==> config.mk <==
export PLATFORM = sky130hd
export DESIGN_NAME = pipelined_shifter
export DESIGN_NICKNAME = d
export VERILOG_FILES = /design/src/rtl/shift_pkg.sv /design/src/rtl/shift_stage.sv /design/src/rtl/pipelined_shifter.sv
export SDC_FILE = /design/constraint.sdc
export NUM_CORES = 1
export LEC_CHECK = 0
export CAP_MARGIN = 20
export CORE_UTILIZATION = 50
export DETAILED_ROUTE_END_ITERATION = 10
export PLACE_DENSITY = 0.7
export SYNTH_ARGS = -nofsm -noshare
export SYNTH_HDL_FRONTEND = slang
export SYNTH_SLANG_ARGS = --single-unit
==> constraint.sdc <==
create_clock -name clock -period 4.4 [get_ports clock]
set_clock_uncertainty 0.05 [all_clocks]
set_input_delay 0.66 -clock clock [delete_from_list [all_inputs] [get_ports clock]]
set_output_delay 0.66 -clock clock [all_outputs]
set_load 0.05 [all_outputs]
==> src/rtl/shift_pkg.sv <==
// Shared definitions for the shifter datapath and ALU decode.
//   shift_op_e : shift mode encoding (SLL, SRL, SRA, ROR)
package shift_pkg;

    typedef enum logic [1:0] {
        SHIFT_SLL = 2'b00,
        SHIFT_SRL = 2'b01,
        SHIFT_SRA = 2'b10,
        SHIFT_ROR = 2'b11
    } shift_op_e;

endpackage

==> src/rtl/shift_stage.sv <==
// One stage of the pipelined barrel shifter: a single 2^STAGE mux layer
// followed by its pipeline register and advance logic.
// Ports:
//   clock, reset_n, flush        : clock, async active-low reset, sync kill
//   valid_i / ready_c_o          : upstream handshake (ready is combinational)
//   ready_i                      : downstream stage (or consumer) can take data
//   data_i, shamt_i, op_i, tag_i : upstream payload; shamt_i[0] is this stage's bit
//   valid_o, data_o, shamt_o,
//   op_o, tag_o                  : registered payload towards the next stage
module shift_stage
    import shift_pkg::*;
#(
    parameter int unsigned WIDTH   = 32,
    parameter int unsigned SHAMT_W = 5,
    parameter int unsigned TAG_W   = 5,
    parameter int unsigned STAGE   = 0
) (
    input  logic               clock,
    input  logic               reset_n,
    input  logic               flush,
    input  logic               valid_i,
    output logic               ready_c_o,
    input  logic               ready_i,
    input  logic [WIDTH-1:0]   data_i,
    input  logic [SHAMT_W-1:0] shamt_i,
    input  shift_op_e          op_i,
    input  logic [TAG_W-1:0]   tag_i,
    output logic               valid_o,
    output logic [WIDTH-1:0]   data_o,
    output logic [SHAMT_W-1:0] shamt_o,
    output shift_op_e          op_o,
    output logic [TAG_W-1:0]   tag_o
);

    localparam int unsigned AMT = 32'd1 << STAGE;

    logic               valid_q, valid_d;
    logic [WIDTH-1:0]   data_q,  data_d;
    logic [SHAMT_W-1:0] shamt_q, shamt_d;
    shift_op_e          op_q,    op_d;
    logic [TAG_W-1:0]   tag_q,   tag_d;
    logic [WIDTH-1:0]   shifted;

    // Mux layer: shift by 2^STAGE when the lowest remaining shamt bit is set.
    always_comb begin
        shifted = data_i;
        if (shamt_i[0]) begin
            case (op_i)
                SHIFT_SLL: shifted = data_i << AMT;
                SHIFT_SRL: shifted = data_i >> AMT;
                SHIFT_SRA: shifted = WIDTH'($signed(data_i) >>> AMT);
                SHIFT_ROR: shifted = (data_i >> AMT) | (data_i << (WIDTH - AMT));
                default:   shifted = data_i;
            endcase
        end
    end

    // Empty stages accept even while downstream stalls, so bubbles collapse.
    assign ready_c_o = ~valid_q | ready_i;

    // Next state: load on advance, hold otherwise; flush kills validity only.
    always_comb begin
        valid_d = valid_q;
        data_d  = data_q;
        shamt_d = shamt_q;
        op_d    = op_q;
        tag_d   = tag_q;
        if (ready_c_o) begin
            valid_d = valid_i;
            if (valid_i) begin
                data_d  = shifted;
                shamt_d = shamt_i >> 1;
                op_d    = op_i;
                tag_d   = tag_i;
            end
        end
        if (flush) begin
            valid_d = 1'b0;
        end
    end

    always_ff @(posedge clock or negedge reset_n) begin
        if (!reset_n) begin
            valid_q <= 1'b0;
            data_q  <= '0;
            shamt_q <= '0;
            op_q    <= SHIFT_SLL;
            tag_q   <= '0;
        end else begin
            valid_q <= valid_d;
            data_q  <= data_d;
            shamt_q <= shamt_d;
            op_q    <= op_d;
            tag_q   <= tag_d;
        end
    end

    assign valid_o = valid_q;
    assign data_o  = data_q;
    assign shamt_o = shamt_q;
    assign op_o    = op_q;
    assign tag_o   = tag_q;

endmodule

==> src/rtl/pipelined_shifter.sv <==
// Pipelined barrel shifter (SLL/SRL/SRA/ROR) with valid/ready handshake,
// full backpressure, synchronous flush and a pass-through tag.
// Ports:
//   clock, reset_n, flush               : clock, async active-low reset, sync kill
//   in_valid, in_ready                  : input handshake (in_ready combinational)
//   in_data, in_shamt, in_op, in_tag    : operation
//   out_valid, out_ready                : output handshake
//   out_data, out_tag, out_zero         : result, its tag, result-is-zero flag
module pipelined_shifter
    import shift_pkg::*;
#(
    parameter  int unsigned WIDTH   = 32,
    parameter  int unsigned TAG_W   = 5,
    localparam int unsigned SHAMT_W = $clog2(WIDTH)
) (
    input  logic               clock,
    input  logic               reset_n,
    input  logic               flush,
    input  logic               in_valid,
    output logic               in_ready,
    input  logic [WIDTH-1:0]   in_data,
    input  logic [SHAMT_W-1:0] in_shamt,
    input  logic [1:0]         in_op,
    input  logic [TAG_W-1:0]   in_tag,
    output logic               out_valid,
    input  logic               out_ready,
    output logic [WIDTH-1:0]   out_data,
    output logic [TAG_W-1:0]   out_tag,
    output logic               out_zero
);

    // Stage chain; per-stage wires keep the ready path free of false loops.
    for (genvar k = 0; k < SHAMT_W; k++) begin : g_stage
        logic               v_up;
        logic [WIDTH-1:0]   d_up;
        logic [SHAMT_W-1:0] s_up;
        shift_op_e          o_up;
        logic [TAG_W-1:0]   t_up;
        logic               rdy_dn;

        logic               valid;
        logic               ready;
        logic [WIDTH-1:0]   data;
        logic [SHAMT_W-1:0] shamt;
        shift_op_e          op;
        logic [TAG_W-1:0]   tag;

        if (k == 0) begin : g_head
            assign v_up = in_valid;
            assign d_up = in_data;
            assign s_up = in_shamt;
            assign o_up = shift_op_e'(in_op);
            assign t_up = in_tag;
        end else begin : g_body
            assign v_up = g_stage[k-1].valid;
            assign d_up = g_stage[k-1].data;
            assign s_up = g_stage[k-1].shamt;
            assign o_up = g_stage[k-1].op;
            assign t_up = g_stage[k-1].tag;
        end

        if (k == SHAMT_W - 1) begin : g_tail
            assign rdy_dn = out_ready;
        end else begin : g_link
            assign rdy_dn = g_stage[k+1].ready;
        end

        shift_stage #(
            .WIDTH   (WIDTH),
            .SHAMT_W (SHAMT_W),
            .TAG_W   (TAG_W),
            .STAGE   (k)
        ) u_stage (
            .clock     (clock),
            .reset_n   (reset_n),
            .flush     (flush),
            .valid_i   (v_up),
            .ready_c_o (ready),
            .ready_i   (rdy_dn),
            .data_i    (d_up),
            .shamt_i   (s_up),
            .op_i      (o_up),
            .tag_i     (t_up),
            .valid_o   (valid),
            .data_o    (data),
            .shamt_o   (shamt),
            .op_o      (op),
            .tag_o     (tag)
        );
    end

    // Flush must refuse the input presented alongside it.
    assign in_ready  = g_stage[0].ready & ~flush;
    assign out_valid = g_stage[SHAMT_W-1].valid;
    assign out_data  = g_stage[SHAMT_W-1].data;
    assign out_tag   = g_stage[SHAMT_W-1].tag;
    assign out_zero  = (out_data == '0);

    // Shamt/op have no consumer after the last stage.
    logic unused_tail;
    assign unused_tail = ^{g_stage[SHAMT_W-1].shamt, g_stage[SHAMT_W-1].op};

endmodule
After elaboration in Yosys (flattened, before gate mapping) --
Index checks and enable logic that the tools add are counted.
Cells by class: add/subtract/negate cells 0, $mul 0, divide/modulo/power cells 0, $lt $le $gt $ge 0, equal/unequal tests 15, shifts and indexed selects 0, multiplexer cells 20, bitwise gates (word level) 17, reduce and logical (&&, ||, !) cells 16
Operators by type and width (number):
- $pmux 32 s4 | 5
- $mux 32 | 5
- $logic_not 32->1 | 1
- $or 16x32->32 | 1
- $or 24x32->32 | 1
- $or 28x32->32 | 1
- $or 30x32->32 | 1
- $or 31x32->32 | 1
- $eq 2x2->1 const B | 10
- $eq 2x1->1 const B | 5
- $logic_not 2->1 | 5
- $mux 1 | 10
- $reduce_and 2->1 | 5
- $reduce_bool 2->1 | 5
- $not 1->1 | 6
- $or 1x1->1 | 5
- $and 1x1->1 | 1
Storage, ports and cells: flip-flop bits (word level) 208, latch bits 0, RAM bits 0, bits in read-only memories 0, bits of input ports 49, logic and storage cells 91, memories kept 0

Depth between registers and ports, before layout --
depth after elaboration 8, gate-level depth with buffers 7, depth with buffers taken out 4

Cells and area by module --
From an unflattened synthesis, not the netlist that was laid out.
Second synthesis, totals: cells, all modules 1154, area, all modules 12199.2 sq um
Modules (own cells, without submodules):
- shift_stage at g_stage[0].u_stage | instances 1, cells an instance 247, area each 2553.7 sq um, sequential area each 1101.1 sq um
- shift_stage at g_stage[2].u_stage | instances 1, cells an instance 240, area each 2541.2 sq um, sequential area each 1101.1 sq um
- shift_stage at g_stage[1].u_stage | instances 1, cells an instance 240, area each 2482.4 sq um, sequential area each 1101.1 sq um
- shift_stage at g_stage[3].u_stage | instances 1, cells an instance 232, area each 2454.9 sq um, sequential area each 1101.1 sq um
- shift_stage at g_stage[4].u_stage | instances 1, cells an instance 183, area each 2088.3 sq um, sequential area each 1101.1 sq um
- pipelined_shifter | instances 1, cells an instance 12, area each 78.8 sq um, sequential area each 0.0 sq um

Worst setup path before layout --
No wires, ideal clock.
kind reg2out, start point reg g_stage[4].u_stage.data_q[24], end point out out_zero, data arrival time 1.661 ns, slack 2.029 ns, stages on the path, launching flop included 4, cells stage by stage dfrtp_1 nor4_1 nand4_1 nor2_1
On the way: longest elaborated chain between the ends 1
RTL lines:
- from (decl) | line shift_stage.sv:38 | logic [WIDTH-1:0] data_q, data_d;
- from (signal assigned) | line shift_stage.sv:91 | data_q <= data_d;
- $logic_not 32->1 | line pipelined_shifter.sv:97 | assign out_zero = (out_data == '0);
- to (decl) | line pipelined_shifter.sv:29 | output logic out_zero
Every way passes these cells.

Final worst setup path --
start point reg g_stage[4].u_stage.data_q[16], end point out out_zero
The elaborated chain is that of the path after synthesis.

==> flow_summary.ini <==
[status]
status = completed

[timing]
setup_viol = 0
hold_viol_final = 0
fmax_mhz = 307
timing.setup.tns_ns = 0
rsz0062_at_grt = no
fin_crit_ns = 3.25
max-slew-margin-rel = 0.260
drv_slew = 0
worst_hold_slack_ns = 0.143
min_period_over_period = 0.739
worst_slew_pin_slew_ns = 1.11
final.setup.worst_slack_ns = 1.15

[routing]
detailroute.via_count = 8521
firstDrtPassIters = 5
wirelength_um = 24400
drt_iter0_drc = 458
postRouteAntennaNets = 0
via_per_inst = 5.65
drcViolationCount = 0
wire_per_inst_um = 16.2

[critical_path]
worstPathCellList = nor4_1 -> nand4_1 -> nor2_1 -> clkdlybuf4s50_1
max_stage_delay_ns = 0.81
crit_family = simple AND/OR/NAND/NOR gates
crit_slowest_cell = clkdlybuf4s50_1
start_kind = flop
cp.required_ns = 3.69
cp-end-kind = output pin
cp_max_fo = 3
arrival_ns = 2.54
crit_type = reg -> out
cp.buffers_inverters = 1

[synthesis]
ys_top_cells_by_count = nand2_1, dfrtp_1, nor2_1, o21ai_0, a21o_1
synth_top_cells_by_area = dfrtp_1, nand2_1, o21ai_0
synth_compound_area_frac = 0.209
synth_edf_count = 0
synth.most_common_cell = nand2_1
synth_fa_ha_area_frac = 0
syn_avg_cell_area_um2 = 8.93
yosys_warnings = 0
synth_flop_cell = dfrtp_1
syn_nets = 1239
ys_seq_area_frac = 0.490
post_synth_mux_area_share = 0.0745
synth_top_area_share = 0.490
synth_cells = 1190
async_flop_share = 1.00
netlist_area_mm2 = 0.0106
synth_top_family_by_area = compound AO/OA/AOI/OAI gates
ys_ff_latch = 208
synthSimpleGateAreaFrac = 0.179
synthXorXnorAreaFrac = 0.000824
yosysTopAreaCell = dfrtp_1
ys_types = 38

[layout]
area_delta_synth_final_pct = 15.9
diodes = 0
finalNetCount = 1273
final_area_mm2 = 0.0123
stdcell_count = 1507
drive_gt1_frac = 0.100
utilization = 0.599

[placement]
placed_cell_area_mm2 = 0.0116
port_buffers = 88
dpl.hpwl_um = 16900
place_congestion = 0.825
dp_cells = 1467
dp_slack_ns = 1.25

[pwr]
power.total_mw = 6.84
power_density_mw_per_mm2 = 555
vdd_ir_drop_max_uv = 266
leakagePower_nw = 5.52

[grt]
grt_usage = 0.229
grt_pass1_vias = 7918
grt_start_max_net_pins = 90
antenna_found_initial = 0
grt_pass1_wl_um = 40700
grt_overflow = 0

[flow_run]
max_cap_viol_count = 0

[floorplanning]
die_area_mm2 = 0.0218
die_h_um = 148
num_rows = 52
io_pins = 89
fp.dieW_um = 148
core_region_area_mm2 = 0.0206
start_util = 0.517

[clock_network]
cts-root-buf = clkbuf_16
cts_buffers = 23
clock_path_buffers = 3
insertion_delay_ns = 0.51
clk_pin_slew_ns = 0.06
clock_sinks = 208
cts_tree = yes
cts_max_level = 1
cts_setup_buffers = 0
postCtsHoldBufs = 0
post_cts_resized = 0

[worst_hold_path]
hold_path.class = in -> async
state kept, by name, indices dropped and copies added (netlist names):
signal	cells
g_stage.u_stage.data_o	160
g_stage.u_stage.op_o	8
g_stage.u_stage.shamt_o	10
g_stage.u_stage.tag_o	25
g_stage.u_stage.valid_o	5
cells by family after synthesis:
family                 Yosys count
AO/OA/AOI/OAI                  338
XOR/XNOR                         1
buffers and inverters          105
flip-flops                     208
multiplexers                    75
AND/OR/NAND/NOR                463
placed cells by master, fill, tap and decap left out, types with 16 or more instances in the layout:
cell             instances
nand2_1                264
dfrtp_1                206
o21ai_0                128
nor2_1                 128
clkdlybuf4s50_1         86
a21o_1                  55
mux2i_1                 42
mux2_2                  33
a211oi_1                30
a31o_2                  26
a311oi_1                25
clkbuf_16               23
a21oi_1                 21
nor2b_1                 17
a31oi_1                 16
a221oi_1                16
and3_1                  16
metal layers:
| metal | up-vias | global-route usage | wire length [µm] |
|---|---|---|---|
| li1 | 4247 | - | - |
| met1 | 4053 | 0.309 | 11100 |
| met2 | 181 | 0.384 | 11700 |
| met3 | 40 | 0.0333 | 1000 |
| met4 | 0 | 0.0660 | 580 |
| met5 | - | 0 | 0 |
power breakdown:
part	internal, mW	switching [mW]	leakage, nW	total (mW)
Clock	1.13	0.732	0.360	1.86
Sequential	2.40	0.604	2.58	3.01
Combinational	0.793	1.18	2.58	1.97
final timing paths:
| check | startpoint | endpoint | slack (ns) | depth (start not counted) |
|---|---|---|---|---|
| setup / recovery | g_stage[4].u_stage.data_o[16]$_DFFE_PN0P_ | out_zero | 1.15 | 4 |
| hold / removal | reset_n | g_stage[4].u_stage.valid_o$_DFFE_PN0P_ | 0.14 | 1 |
| setup reg to reg | g_stage[3].u_stage.valid_o$_DFFE_PN0P_ | g_stage[0].u_stage.tag_o[4]$_DFFE_PN0P_ | 2.20 | 4 |
| hold reg to reg | g_stage[2].u_stage.tag_o[1]$_DFFE_PN0P_ | g_stage[3].u_stage.tag_o[1]$_DFFE_PN0P_ | 0.41 | 2 |
| max in group asynchronous | reset_n | g_stage[0].u_stage.shamt_o[0]$_DFFE_PN0P_ | 3.04 | 2 |
| min in group clock | g_stage[2].u_stage.tag_o[1]$_DFFE_PN0P_ | g_stage[3].u_stage.tag_o[1]$_DFFE_PN0P_ | 0.41 | 2 |
layout make-up:
type	instances	area, µm²
fill	1884	8240
inverter	7	26.3
timing repair buffer	107	1060
multi-input combinational	877	4950
clock buffer	36	694
sequential	208	5210
tap	270	338
clock inverter	2	38.8
Power figures use the tool's default switching activity.
